### src/rtl/meter_controller.sv
// Parking meter sequencing core: remaining-time counter, state FSM and BCD digit outputs.
// Optional build macro PM_EXPIRE_LOCK_EN: adds are ignored while EXPIRED.
module meter_controller #(
  parameter int MAX_COUNT  = 9999,
  parameter int LOW_THRESH = 180,
  parameter int LOAD_A     = 15,
  parameter int LOAD_B     = 150,
  parameter int CW         = 14
) (
  input  logic       clk,
  input  logic       rst_n,
  input  logic       tick_1hz,
  input  logic       add_60,
  input  logic       add_120,
  input  logic       add_180,
  input  logic       add_300,
  input  logic       load_a,
  input  logic       load_b,
  output logic [3:0] digit3,
  output logic [3:0] digit2,
  output logic [3:0] digit1,
  output logic [3:0] digit0,
  output logic       state_blink,
  output logic       expired
);

  typedef enum logic [1:0] {
    ST_EXPIRED = 2'd0,
    ST_LOW     = 2'd1,
    ST_RUN     = 2'd2
  } state_t;

  localparam logic [CW:0] MAX_W    = (CW+1)'(MAX_COUNT);
  localparam logic [CW:0] THRESH_W = (CW+1)'(LOW_THRESH);
  localparam logic [CW:0] LOAD_A_W = (CW+1)'(LOAD_A);
  localparam logic [CW:0] LOAD_B_W = (CW+1)'(LOAD_B);

  // Shift-and-add-3 conversion; four digits cover the full saturated range.
  function automatic logic [15:0] bin_to_bcd(input logic [CW-1:0] bin);
    logic [15:0] bcd;
    bcd = 16'd0;
    for (int i = CW - 1; i >= 0; i--) begin
      for (int j = 0; j < 4; j++) begin
        if (bcd[4*j +: 4] >= 4'd5) begin
          bcd[4*j +: 4] = bcd[4*j +: 4] + 4'd3;
        end else begin
          bcd[4*j +: 4] = bcd[4*j +: 4];
        end
      end
      bcd = {bcd[14:0], bin[i]};
    end
    return bcd;
  endfunction

  state_t        state_r;
  state_t        next_state_s;
  logic [CW-1:0] count_r;
  logic [CW:0]   next_count_s;
  logic [CW:0]   add_amt_s;
  logic [CW:0]   sum_s;
  logic          dec_s;
  logic          add_allow_s;
  logic [15:0]   next_bcd_s;
  logic [3:0]    digit3_r, digit2_r, digit1_r, digit0_r;
  logic          blink_r;
  logic          expired_r;

  // Command arbitration and next count computation
  always_comb begin
    next_count_s = {1'b0, count_r};
    add_amt_s    = '0;
    sum_s        = '0;
    dec_s        = tick_1hz && (count_r != '0);
`ifdef PM_EXPIRE_LOCK_EN
    add_allow_s  = (state_r != ST_EXPIRED);
`else
    add_allow_s  = 1'b1;
`endif
    if (add_300) begin
      add_amt_s = (CW+1)'(300);
    end else if (add_180) begin
      add_amt_s = (CW+1)'(180);
    end else if (add_120) begin
      add_amt_s = (CW+1)'(120);
    end else if (add_60) begin
      add_amt_s = (CW+1)'(60);
    end else begin
      add_amt_s = '0;
    end
    sum_s = {1'b0, count_r} + add_amt_s - {{CW{1'b0}}, dec_s};

    if (load_b) begin
      next_count_s = LOAD_B_W;
    end else if (load_a) begin
      next_count_s = LOAD_A_W;
    end else if (add_allow_s && (add_amt_s != '0)) begin
      next_count_s = (sum_s > MAX_W) ? MAX_W : sum_s;
    end else if (dec_s) begin
      next_count_s = {1'b0, count_r} - {{CW{1'b0}}, 1'b1};
    end else begin
      next_count_s = {1'b0, count_r};
    end
    next_bcd_s = bin_to_bcd(next_count_s[CW-1:0]);
  end

  // State derived from the count that is about to be registered
  always_comb begin
    next_state_s = ST_EXPIRED;
    if (next_count_s == '0) begin
      next_state_s = ST_EXPIRED;
    end else if (next_count_s < THRESH_W) begin
      next_state_s = ST_LOW;
    end else begin
      next_state_s = ST_RUN;
    end
  end

  // FSM state register
  always_ff @(posedge clk) begin
    if (!rst_n) begin
      state_r <= ST_EXPIRED;
    end else begin
      state_r <= next_state_s;
    end
  end

  // Count and registered display outputs
  always_ff @(posedge clk) begin
    if (!rst_n) begin
      count_r   <= '0;
      digit3_r  <= 4'd0;
      digit2_r  <= 4'd0;
      digit1_r  <= 4'd0;
      digit0_r  <= 4'd0;
      blink_r   <= 1'b1;
      expired_r <= 1'b1;
    end else begin
      count_r   <= next_count_s[CW-1:0];
      digit3_r  <= next_bcd_s[15:12];
      digit2_r  <= next_bcd_s[11:8];
      digit1_r  <= next_bcd_s[7:4];
      digit0_r  <= next_bcd_s[3:0];
      blink_r   <= (next_state_s != ST_RUN);
      expired_r <= (next_state_s == ST_EXPIRED);
    end
  end

  assign digit3      = digit3_r;
  assign digit2      = digit2_r;
  assign digit1      = digit1_r;
  assign digit0      = digit0_r;
  assign state_blink = blink_r;
  assign expired     = expired_r;

endmodule

### config.mk
export PLATFORM = sky130hd
export DESIGN_NAME = meter_controller
export DESIGN_NICKNAME = d
export VERILOG_FILES = /design/src/rtl/meter_controller.sv
export SDC_FILE = /design/constraint.sdc
export NUM_CORES = 1
export LEC_CHECK = 0
export BUFFER_PORTS_ARGS = -buffer_cell sky130_fd_sc_hd__buf_2
export CORE_MARGIN = 5
export CORE_UTILIZATION = 55
export CTS_CLUSTER_SIZE = 12
export DETAILED_ROUTE_END_ITERATION = 16
export PLACE_DENSITY = 0.82
export SETUP_SLACK_MARGIN = 0.15
export SYNTH_ARGS = -nofsm -noshare
export SYNTH_HDL_FRONTEND = slang
export SYNTH_SLANG_ARGS = --single-unit
### constraint.sdc
create_clock -name clk -period 21.1 [get_ports clk]
set_input_delay 1.055 -clock clk [delete_from_list [all_inputs] [get_ports clk]]
set_output_delay 1.055 -clock clk [all_outputs]
set_load 0.02 [all_outputs]
; Word level (Yosys, flattened, before mapping)
; Index checks and enable logic that the tools add are counted.
[word_totals]
output_inout_bits = 18
wordCells = 167
in_bits = 9
reg_bits = 32
[op_classes]
n_reduce_logical = 5
addsub = 49
eq_ne = 1
n_lt_le_gt_ge = 48
n_mux = 57
[op_table]
columns = cell, count
row1 = 4-bit by 3-bit >= comparator with 1-bit output (second input constant), 42
row2 = 4-bit by 2-bit adder with 4-bit output (second input constant), 33
row3 = 4-bit 2-to-1 mux, 33
row4 = 15-bit 2-to-1 mux, 8
row5 = 3-bit 2-to-1 mux, 13
row6 = 3-bit by 2-bit adder with 3-bit output (second input constant), 9
row7 = 14-bit by 15-bit adder with 15-bit output, 1
row8 = 15-bit by 14-bit greater-than comparator with 1-bit output (second input constant), 1
row9 = 15-bit zero test, 1
row10 = 15-bit by 8-bit < comparator with 1-bit output (second input constant), 1
row11 = 15-bit nonzero test, 1
row12 = 14-bit by 1-bit subtractor with 15-bit output (second input constant), 1
row13 = 15-bit by 1-bit subtractor with 15-bit output, 1
row14 = 14-bit nonzero test, 1
row15 = 1-bit by 2-bit adder with 3-bit output (both inputs constant), 3
row16 = 1-bit by 3-bit >= comparator with 1-bit output (both inputs constant), 3
row17 = 6-bit 2-to-1 mux, 1
row18 = 2-bit 2-to-1 mux, 2
row19 = 1-bit by 2-bit adder with 3-bit output (second input constant), 1
row20 = 1-bit by 3-bit >= comparator with 1-bit output (second input constant), 1
row21 = 2-bit zero test, 1
row22 = 2-bit inequality test (second input constant), 1
row23 = 1-bit logical AND, 1

; Logic depth before layout (Yosys ltp)
; Gate-level depths: netlist of the first run.
[depth]
word_depth = 37
depth_mapped = 73
mapped_depth_nobuf = 70

; Worst setup path before layout of the first run
; No wires, ideal clock.
[synth_path]
path_type = in2reg
from = in add_180
to = reg digit3_r[1] (netlist: digit3[1])
n_path_buf = 5
path_slack_ns = 7.665
required_ns = 20.985
setup_time_ns = 0.115
arrival_ns = 13.320
cell_stages = 69
cell_sequence = nor2_1 -> nand2_1 -> inv_1 -> buf_1 -> clkbuf_1 -> ha_1 -> inv_1 -> ha_1 -> buf_6 -> a21o_1 -> a21o_1 -> or3_1 -> a22oi_1 -> nand4bb_1 -> a311o_1 -> nand2_1 -> ha_1 -> inv_1 -> [... 33 more ...] -> or2_2 -> nor4_1 -> nor3_1 -> a21oi_1 -> mux2i_1 -> o21ai_0 -> xnor2_1 -> inv_1 -> ha_1 -> inv_1 -> ha_1 -> a21oi_1 -> xor2_1 -> ha_1 -> nand2b_1 -> a21boi_0 -> xnor3_1 -> and2_1
[synth_via]
elab_chain_cells = 35
elab_cells_between_ends = 121
classes_between = 39 x add/sub / 38 x order compare / 43 x mux / 1 x reduce/logical
[synth_lines]
columns = element, line
row1 = start: declaration, 15  ; input logic add_180,
row2 = 15-bit 2-to-1 mux *, 81  ; end else if (add_180) begin
row3 = 15-bit 2-to-1 mux *, 79  ; if (add_300) begin
row4 = 14-bit by 15-bit adder with 15-bit output, 90  ; sum_s = {1'b0, count_r} + add_amt_s - {{CW{1'b0}}, dec_s};
row5 = 15-bit by 1-bit subtractor with 15-bit output, 90
row6 = 15-bit by 14-bit greater-than comparator with 1-bit output, 97  ; next_count_s = (sum_s > MAX_W) ? MAX_W : sum_s;
row7 = 15-bit 2-to-1 mux, 97
row8 = 15-bit 2-to-1 mux *, 96  ; end else if (add_allow_s && (add_amt_s != '0)) begin
row9 = 15-bit 2-to-1 mux *, 94  ; end else if (load_a) begin
row10 = [... 19 more ...], --
row11 = 4-bit by 2-bit adder with 4-bit output (tied with other cells), 45  ; bcd[4*j +: 4] = bcd[4*j +: 4] + 4'd3;
row12 = 4-bit 2-to-1 mux or 3-bit 2-to-1 mux (tied branches), 44  ; if (bcd[4*j +: 4] >= 4'd5) begin
row13 = 4-bit by 2-bit adder with 4-bit output (tied with other cells), 45
row14 = 4-bit 2-to-1 mux or 3-bit 2-to-1 mux (tied branches), 44
row15 = 4-bit by 2-bit adder with 4-bit output (tied with other cells), 45
row16 = 4-bit 2-to-1 mux or 3-bit 2-to-1 mux (tied branches), 44
row17 = 4-bit by 3-bit >= comparator with 1-bit output or 3-bit by 2-bit adder with 3-bit output (tied branches), "44, 45"
row18 = 3-bit 2-to-1 mux *, 44
row19 = end signal: assignment, 139  ; digit3_r <= next_bcd_s[15:12];
row20 = end: declaration, 64  ; logic [3:0] digit3_r, digit2_r, digit1_r, digit0_r;
; Mark *: on every way between the ends. The rest lies on a longest branch, timed or not.
; A chain may end at the register's enable or synchronous reset.

; Worst setup path after layout of the first run
; Ends and elaborated chain as after synthesis.

==> reports/results.tsv, run 1 <==
stage	metric	value	unit
status	status	complete, no violations	
die	io_pins	27	
final_layout	drive_gt1_frac	0.162	
cts	cts_tree	built	
yosys	synth_seq_area_share	0.0929	
global_route	grt_first_pass_wirelength	28100	µm
yosys	synth_mux_area_frac	0.0410	
worst_setup_path	r2r_setup_slack	6.67	ns
yosys	synth_top_family_by_area	compound AO/OA/AOI/OAI gates	
sta	tightest_slew	0.821	ns
sta	fin_setup_tns	0	ns
worst_setup_path	cp-end-kind	register	
global_route	gr-total-overflow	0	
yosys	syn_inst	890	
final_layout	fin_area	0.00701	mm²
die	fp.dieW	120	µm
worst_setup_path	critical-path-slowest-cell	inv_1	
cts	holdBufCountCts	0	
yosys	yosys.cell_types.count	124	
final_layout	final_nets	961	
global_route	grt_use_total	0.225	
sta	finalSetupViolCount	0	
detailed_routing	drcViolationCount	0	
yosys	synthArstFlopShare	0	
place	hpwl	12900	µm
final_layout	diodes	0	
worst_setup_path	required	21.28	ns
cts	cts_buffer_depth	2	
cts	clock_latency	0.28	ns
detailed_routing	drtAntennaViolNets	0	
yosys	synth_ff_type	dfxtp_1	
worst_setup_path	crit_fanout	21	
sta	slew_headroom	0.447	
yosys	ys_seq_elements	31	
detailed_routing	drt-initial-drc-count	680	
worst_setup_path	startpoint_type	primary input	
yosys	synth_compound_area_frac	0.388	
run	cap_violations	0	
yosys	synth.cell_area	0.00668	mm²
final_layout	layout_commonest_cell	nor2_1	
place	place_area	0.00684	mm²
detailed_routing	routed_via_density	6.56	
cts	path_clk_slew	0.06	ns
worst_setup_path	path_class	primary input to register	
yosys	synth_warnings	0	
yosys	synth_fa_ha_area_frac	0.113	
cts	cts.sinks	31	
die	fp.dieArea	0.0144	mm²
cts	ctsResizeCount	0	
cts	h-tree-depth	2	
global_route	grt_pass1_vias	5897	
sta	finalHoldViolCount	0	
die	core	0.0120	mm²
cts	cts_setup_buffers	0	
die	rows	40	
cts	cts_buffers	5	
place	dp.cells	1034	
global_route	antenna_found_initial	0	
die	start_util	0.558	
final_layout	fin_util	0.586	
final_layout	fin_cells	1042	
final_layout	final_cell_mix	78 x nor2_1, 75 x inv_1, 67 x a21oi_1	
sta	finalClockSkew	0.00376	ns
sta	rsz0062_at_grt	false	
place	gp_congestion	0.958	
place	portBuffers	26	
yosys	synth_simple_gate_area_frac	0.244	
die	die_height	120	µm
worst_setup_path	cpPeakStageDelay	0.70	ns
worst_setup_path	cpMostUsedCell	ha_1	
yosys	synth.avg_cell_area	7.50	µm²
hold_path	hp-class	register to register	
yosys	synth_nets	957	
final_layout	area.growth.synth_to_final	4.91	%
cts	cts_root_buffer	clkbuf_16	
sta	post-route-min-period	15.12	ns
final_layout	nFillCells	1074	
detailed_routing	wl_per_cell	16.0	µm
sta	slew_violations	0	
detailed_routing	dr_total_vias	6834	
yosys	synth_edf_count	0	
detailed_routing	wl	16700	µm
global_route	grt_max_degree	23	
yosys	synth_xor_area_frac	0.0510	
detailed_routing	dr.pass1.iters	5	
worst_setup_path	cp.arrival	15.30	ns
sta	fin_crit_sh	0.717	
sta	fmax	66.1	MHz
kinds of logic (layout without fill, tap and decap cells):
family,Yosys count,count (layout)
AOI/OAI and AO/OA,321,321
and+or+nand+nor,310,310
buffers and inverters,112,117
adders and majority gates,60,60
xor gates and xnor gates,31,31
DFF,31,31
muxes,25,25
final timing paths:
path / from / endpoint / cells after the start
max: add_180 / digit3[1]$_SDFF_PN0_ / 65
min: count_r[0]$_SDFF_PN0_ / count_r[0]$_SDFF_PN0_ / 3
max reg2reg: count_r[1]$_SDFF_PN0_ / digit3[1]$_SDFF_PN0_ / 67
min reg2reg: count_r[0]$_SDFF_PN0_ / count_r[0]$_SDFF_PN0_ / 3
metal layers:
layer	vias to the layer above	routed length [µm]	track usage
li1	3375	-	-
met1	3190	7960	0.325
met2	246	7520	0.361
met3	23	1020	0.0262
met4	0	202	0.0429
met5	-	0	0
cell type report:
cell class / count / area (µm²) / area share
Clock inverter: 3 / 43.8 / 0.00625
Multi-Input combinational cell: 747 / 5580 / 0.797
Sequential cell: 31 / 621 / 0.0886
Timing Repair Buffer: 28 / 145 / 0.0207
Tap cell: 147 / 184 / 0.0262
Clock buffer: 5 / 125 / 0.0179
Inverter: 81 / 304 / 0.0434
state kept, by name, summed over array words and instances (netlist names):
| name | flops |
|---|---|
| count_r | 14 |
| digit1 | 4 |
| digit2 | 4 |
| digit3 | 4 |
| digit0 | 3 |
| expired | 1 |
| state_blink | 1 |
cell usage after synthesis, types with 6 or more instances:
cell	number	area share
nor2_1	78	0.044
inv_1	75	0.042
a21oi_1	67	0.050
nand2_1	61	0.034
ha_1	57	0.11
dfxtp_1	31	0.093
nor3_1	31	0.023
o21ai_0	31	0.023
nand3_1	24	0.018
o211ai_1	21	0.024
xnor2_1	21	0.028
a21o_1	18	0.020
mux2i_1	17	0.025
nand4_1	15	0.014
buf_2	13	0.0097
a211oi_1	12	0.013
o21ai_1	12	0.0090
or3_1	12	0.011
and2_1	11	0.010
and3_1	11	0.010
a21oi_2	10	0.013
clkbuf_1	10	0.0056
nor4_1	9	0.0084
a31oi_1	8	0.0075
o31ai_1	8	0.0090
or2_2	8	0.0075
a211oi_2	7	0.013
o211a_1	7	0.010
o22ai_1	7	0.0066
a211o_1	6	0.0079
a311oi_1	6	0.0079
nand2b_1	6	0.0056
o21a_1	6	0.0067
metrics by stage:
step	setup WS [ns]	hold slack [ns]
after CTS	6.17	0.732
after global routing	4.82	0.765
final	5.98	0.733
after global placement	6.44	0.720
after detailed placement	5.95	0.721
after floorplan	7.67	0.607
critical path, delay by kind of cell:
kind | cells | cell delay [ns]
xor+xnor | 5 | 1.41
fa+ha+maj | 12 | 2.72
mux | 1 | 0.13
compound gates | 17 | 3.91
simple gates | 21 | 4.69
buf+inv | 9 | 1.34
Power of run 1 is left out: the tool's default activity adds up to more than one toggle a clock period on the data nets, which glitch-free logic cannot reach.
==> run 2, diff against run 1 <==
ABC_AREA = 1   (was default)
PLACE_DENSITY = 0.83   (was 0.82)
clock period = 15.85 ns   (was 21.1 ns; I/O delays follow)
==> reports/results.tsv, run 2 <==
stage	metric	value	unit
status	status	complete, no violations	
place	portBuffers	26	
global_route	grt_pass1_vias	5441	
yosys	synth_seq_area_share	0.113	
yosys	synth_ff_type	dfxtp_1	
worst_setup_path	required	16.07	ns
detailed_routing	drt-initial-drc-count	343	
yosys	syn_inst	954	
cts	cts_setup_buffers	0	
sta	finalHoldViolCount	0	
cts	clock_latency	0.29	ns
yosys	yosys.cell_types.count	46	
final_layout	largest_reg_flops	14	
worst_setup_path	critical-path-slowest-cell	fa_1	
final_layout	multi_input_area	0.00415	mm²
yosys	synth.most_common_cell	nand2_1	
worst_setup_path	path_class	register to register	
final_layout	regMostFlops	count_r	
yosys	synthArstFlopShare	0	
cts	cts_root_buffer	clkbuf_8	
cts	cts_buffers	5	
detailed_routing	dr.pass1.iters	5	
yosys	yosys-top-cells-count	276 x nand2_1, 168 x inv_1, 88 x nand3_1	
sta	tightest_slew	0.749	ns
sta	finalClockSkew	0.0170	ns
yosys	ys_seq_elements	31	
sta	slew_headroom	0.496	
sta	slew_violations	0	
place	hpwl	10500	µm
cts	cts_tree	built	
cts	h-tree-depth	2	
die	core	0.00977	mm²
cts	holdBufCountCts	0	
yosys	synth_edf_count	0	
detailed_routing	drcViolationCount	0	
final_layout	nFillCells	975	
worst_setup_path	cp-end-kind	register	
detailed_routing	drtAntennaViolNets	0	
yosys	yosysTopAreaCell	nand2_1	
die	fp.dieW	110	µm
final_layout	area.growth.synth_to_final	6.91	%
die	start_util	0.563	
die	die_height	110	µm
sta	fin_setup_tns	0	ns
detailed_routing	wl_per_cell	11.3	µm
run	cap_violations	0	
die	fp.dieArea	0.0121	mm²
worst_setup_path	crit_fanout	11	
final_layout	drive_gt1_frac	0.158	
global_route	grt_max_degree	18	
yosys	ys_top_cells_by_area	nand2_1 19%, ha_1 13%, inv_1 11%	
final_layout	diodes	0	
yosys	synth_top_area_frac	0.188	
cts	cts.sinks	31	
detailed_routing	wl	12600	µm
global_route	gr-total-overflow	0	
worst_setup_path	cpPeakStageDelay	0.41	ns
yosys	synth.cell_area	0.00550	mm²
global_route	grt_use_total	0.221	
die	io_pins	27	
detailed_routing	routed_via_density	5.18	
yosys	synth.avg_cell_area	5.77	µm²
cts	cts_buffer_depth	2	
sta	fin_crit_sh	0.707	
worst_setup_path	cp.arrival	11.42	ns
sta	fmax	89.3	MHz
hold_path	hp-class	register to register	
place	gp_congestion	1.00	
final_layout	fin_area	0.00588	mm²
cts	path_clk_slew	0.08	ns
final_layout	register_area	621	µm²
detailed_routing	dr_total_vias	5779	
final_layout	layout_commonest_cell	nand2_1	
final_layout	final_nets	1048	
global_route	grt_first_pass_wirelength	22500	µm
global_route	antenna_found_initial	0	
yosys	synth_nets	1021	
worst_setup_path	cpMostUsedCell	nand2_1	
yosys	synth_warnings	0	
worst_setup_path	startpoint_type	register	
die	rows	36	
final_layout	final_cell_mix	276 x nand2_1, 168 x inv_1, 88 x nand3_1	
cts	ctsResizeCount	0	
sta	rsz0062_at_grt	false	
sta	post-route-min-period	11.20	ns
place	place_area	0.00577	mm²
sta	finalSetupViolCount	0	
==> run 2: cell type report <==
class	count	share of cell area
multi-input combinational	730	0.705
inverter	187	0.119
sequential	31	0.105
tap	133	0.0283
timing repair buffer	26	0.0221
clock buffer	6	0.0140
clock inverter	2	0.00595
==> run 2: per-layer routing <==
layer | share of wire | GRT usage | routed length (µm)
met1 | 0.48 | 0.282 | 6010
met3 | 0.035 | 0.0157 | 439
met4 | 0.027 | 0.0828 | 347
met5 | 0 | 0 | 0
met2 | 0.46 | 0.389 | 5840
==> run 2: critical path: cells and delay by family, from the launching register on <==
| kind | cells | cell delay [ns] |
|---|---|---|
| and+or+nand+nor | 49 | 5.05 |
| adders and majority gates | 14 | 2.76 |
| AOI/OAI and AO/OA | 6 | 1.33 |
| buffers and inverters | 17 | 1.31 |
| DFF | 1 | 0.36 |
| xor gates and xnor gates | 1 | 0.27 |
==> run 2: through the flow <==
step / hold slack (ns) / worst slack, ns / utilization / std cells
floorplan: 0.651 / 6.02 / - / 954
global placement: 0.744 / 5.04 / 0.590 / 1107
detailed placement: 0.748 / 4.77 / 0.590 / 1107
CTS: 0.757 / 4.71 / 0.602 / 1115
global route: 0.858 / 3.16 / 0.602 / 1115
finish: 0.753 / 4.65 / 0.602 / 1115
==> run 2: worst paths after layout <==
path	slack [ns]	start	cells after the start	endpoint
worst max-delay path	4.65	count_r[1]$_SDFF_PN0_	87	digit3[1]$_SDFF_PN0_
worst max register to register	4.65	count_r[1]$_SDFF_PN0_	87	digit3[1]$_SDFF_PN0_
worst min register to register	0.75	count_r[10]$_SDFF_PN0_	4	count_r[10]$_SDFF_PN0_
worst min-delay path	0.75	count_r[10]$_SDFF_PN0_	4	count_r[10]$_SDFF_PN0_
==> run 2: cell families after synthesis <==
logic type | synth area share
AOI/OAI and AO/OA | 0.0955
xor gates and xnor gates | 0.0127
adders and majority gates | 0.133
buffers and inverters | 0.134
DFF | 0.113
and+or+nand+nor | 0.512
Power of run 2 is left out for the same reason.
==> run 3, diff against run 2 <==
ABC_AREA = 0   (was 1)
PLACE_DENSITY = 0.82   (was 0.83)
clock period = 10.42 ns   (was 15.85 ns; I/O delays follow)
==> reports/results.tsv, run 3 <==
stage	metric	value	unit
place	hpwl	17000	µm
die	io_pins	27	
yosys	syn_inst	890	
cts	cts_root_buffer	clkbuf_16	
yosys	synth_seq_area_share	0.0929	
cts	cts.sinks	31	
sta	worst-ep-kind	register input	
cts	h-tree-depth	2	
yosys	synth.avg_cell_area	7.50	µm²
yosys	synth_nets	957	
cts	cts_buffer_depth	2	
yosys	yosysTopAreaCell	ha_1	
die	die_height	120	µm
global_route	gr-total-overflow	8	
status	firstError	[ERROR GRT-0232] Routing congestion too high. Check the congestion heatmap in the GUI.	
global_route	grt_max_degree	23	
die	rows	40	
yosys	synth.most_common_cell	nor2_1	
yosys	synth_top_area_frac	0.107	
global_route	grt_use_total	0.714	
cts	cts_buffers	5	
die	fp.dieW	120	µm
place	portBuffers	26	
yosys	synth_warnings	0	
yosys	synth.cell_area	0.00668	mm²
yosys	synth_edf_count	0	
yosys	ys_seq_elements	31	
yosys	yosys.cell_types.count	124	
status	lastStage	5_1_grt	
sta	grt_worst_setup_endpoint	digit3[2]$_SDFF_PN0_/D	
yosys	synth_ff_type	dfxtp_1	
yosys	synthArstFlopShare	0	
status	status	did not finish	
die	start_util	0.558	
yosys	yosys-top-cells-count	78 x nor2_1, 75 x inv_1, 67 x a21oi_1	
place	gp_congestion	0.950	
yosys	ys_top_cells_by_area	ha_1 11%, dfxtp_1 9.3%, a21oi_1 5.0%	
run 3: through the flow:
| step | setup WS, ns | TNS, ns | instance area, µm² | cells | hold slack, ns |
|---|---|---|---|---|---|
| CTS | -0.504 | -3.70 | 9720 | 1319 | 0.586 |
| detailed placement | -0.728 | -7.22 | 9000 | 1266 | 0.719 |
| global placement | -0.334 | -1.52 | 9000 | 1266 | 0.711 |
| floorplan | -0.788 | -5.32 | 7120 | 890 | 0.610 |
run 3: routing by layer:
layer,GRT overflow,track usage
met1,1,0.703
met2,4,0.872
met3,0,0.592
met4,3,0.718
met5,0,0.121
run 3: timing repair:
item,4_1_cts
hold buffers,0
resized for setup,54
buffers inserted,45
pin swaps,59
endpoints found under the setup margin,15
hold endpoints to repair,0
run 3: cells by family after synthesis:
family                     count (synthesis)  share of synthesized area
xor gates and xnor gates                  31                     0.0510
buffers and inverters                    112                     0.0710
muxes                                     25                     0.0410
adders and majority gates                 60                      0.113
AOI/OAI and AO/OA                        321                      0.388
DFF                                       31                     0.0929
and+or+nand+nor                          310                      0.244
==> run 4, diff against run 3 <==
CORE_UTILIZATION = 40   (was 55)
CTS_CLUSTER_SIZE = default   (was 12)
PLACE_DENSITY = default   (was 0.82)
PLACE_DENSITY_LB_ADDON = 0.15   (was default)
SETUP_SLACK_MARGIN = default   (was 0.15)
==> reports/results.tsv, run 4 (synthesized netlist as in run 1, its figures left out) <==
stage	metric	value	unit
status	status	finished, violations left	
status	violations	setup timing	
global_route	gr-total-overflow	0	
die	fp.dieW	139	µm
worst_setup_path	crit_fanout	5	
worst_setup_path	cp.arrival	11.04	ns
detailed_routing	routed_via_density	5.50	
worst_setup_path	crit_family	simple AND/OR/NAND/NOR gates	
die	start_util	0.406	
place	gp_congestion	0.881	
worst_setup_path	path_class	register to register	
detailed_routing	wl_per_cell	14.8	µm
sta	hold_slack	0.570	ns
cts	cts.sinks	31	
die	die_height	139	µm
final_layout	regMostFlops	count_r	
place	place_area	0.00925	mm²
global_route	antenna_found_initial	0	
sta	tightest_slew	0.817	ns
detailed_routing	drt-initial-drc-count	493	
die	rows	47	
place	portBuffers	26	
die	io_pins	27	
worst_setup_path	cpPeakStageDelay	0.36	ns
final_layout	fin_area	0.0101	mm²
hold_path	holdPathEnd	count_r[3]$_SDFF_PN0_	
hold_path	min_from	load_a	
final_layout	drive_gt1_frac	0.483	
detailed_routing	drtAntennaViolNets	0	
cts	holdBufCountCts	0	
worst_setup_path	reg2reg_to	digit3[2]$_SDFF_PN0_	
place	hpwl	16500	µm
global_route	grt_first_pass_wirelength	34500	µm
detailed_routing	dr_total_vias	7782	
cts	cts_buffers	5	
sta	slew_headroom	0.452	
sta	finalHoldViolCount	0	
place	pre_cts_ws	-0.589	ns
worst_setup_path	r2r_setup_slack	-0.39	ns
global_route	grt_max_degree	23	
run	cap_violations	0	
die	fp.dieArea	0.0194	mm²
cts	cts_root_buffer	clkbuf_16	
sta	slew_violations	0	
worst_setup_path	rr_startpoint	count_r[7]$_SDFF_PN0_	
worst_setup_path	critical-path-slowest-cell	or3_4	
worst_setup_path	startpoint_type	register	
final_layout	final_cell_mix	300 x buf_4, 72 x nor2_1, 56 x a21oi_1	
sta	fin_crit_sh	1.04	
die	core	0.0165	mm²
worst_setup_path	cpMostUsedCell	buf_4	
final_layout	area.growth.synth_to_final	51.8	%
sta	rsz0062_at_grt	true	
cts	cts_buffer_depth	2	
worst_setup_path	required	10.65	ns
sta	fmax	92.5	MHz
sta	finalSetupViolCount	11	
worst_setup_path	cp_num_buf_inv	21	
sta	post-route-min-period	10.81	ns
final_layout	largest_reg_flops	14	
detailed_routing	dr.pass1.iters	5	
sta	finalClockSkew	0.00532	ns
cts	cts_tree	built	
detailed_routing	wl	20900	µm
worst_setup_path	rr_worst_depth	72	
sta	final.setup.worst_slack	-0.388	ns
hold_path	hp-class	primary input to register	
global_route	grt_use_total	0.205	
detailed_routing	drcViolationCount	0	
hold_path	worst_hold_path.num_cells	3	
cts	h-tree-depth	2	
final_layout	final_nets	1262	
final_layout	layout_commonest_cell	buf_4	
global_route	grt_pass1_vias	7472	
final_layout	diodes	0	
cts	clock_latency	0.28	ns
worst_setup_path	cp-end-kind	register	
cts	path_clk_slew	0.06	ns
==> run 4: cell type report <==
type	instances	area, µm²
clock buffers	5	125
well taps	220	275
multi-input cells	747	6330
clock inverters	3	43.8
repair buffers	329	2430
fillers	1515	6320
inverters	81	314
flip-flops and latches	31	626
==> run 4: tightest hold or removal path, delay by kind of cell <==
family	cells	cell delay, ns
buffers and inverters	1	0.12
AND/OR/NAND/NOR	2	0.16
==> run 4: timing repair <==
action,4_1_cts,5_1_grt
resized for setup,40,53
pin swaps,64,49
setup endpoints to repair,14,15
setup buffers,36,13
==> run 4: per-stage QoR <==
step           cells   util  TNS, ns
2_1_floorplan    890      -    -5.32
3_3_place_gp    1360  0.562    -2.23
3_5_place_dp    1360  0.562    -4.78
4_1_cts         1404  0.598    -1.94
5_1_grt         1416  0.616   -11.63
6_report        1416  0.616    -2.21
==> run 4: how the worst max path moves through the flow <==
stage / from / end / cells after the start
after floorplan: count_r[7]$_SDFF_PN0_ / digit3[1]$_SDFF_PN0_ / 68
after global placement: count_r[10]$_SDFF_PN0_ / digit3[1]$_SDFF_PN0_ / 68
after detailed placement: add_300 / digit3[2]$_SDFF_PN0_ / 66
after CTS: count_r[4]$_SDFF_PN0_ / digit3[2]$_SDFF_PN0_ / 67
after global routing: count_r[7]$_SDFF_PN0_ / digit3[2]$_SDFF_PN0_ / 68
final: count_r[7]$_SDFF_PN0_ / digit3[2]$_SDFF_PN0_ / 72
==> run 4: per-layer routing <==
metal / part of all wire / GRT usage / routed length, µm / vias to the layer above
met5: 0 / 0 / 0 / -
met4: 0.014 / 0.0376 / 296 / 0
met3: 0.026 / 0.0175 / 535 / 29
met2: 0.50 / 0.380 / 10500 / 127
met1: 0.46 / 0.262 / 9570 / 3637
li1: - / - / - / 3989
Power of run 4 is left out for the same reason.
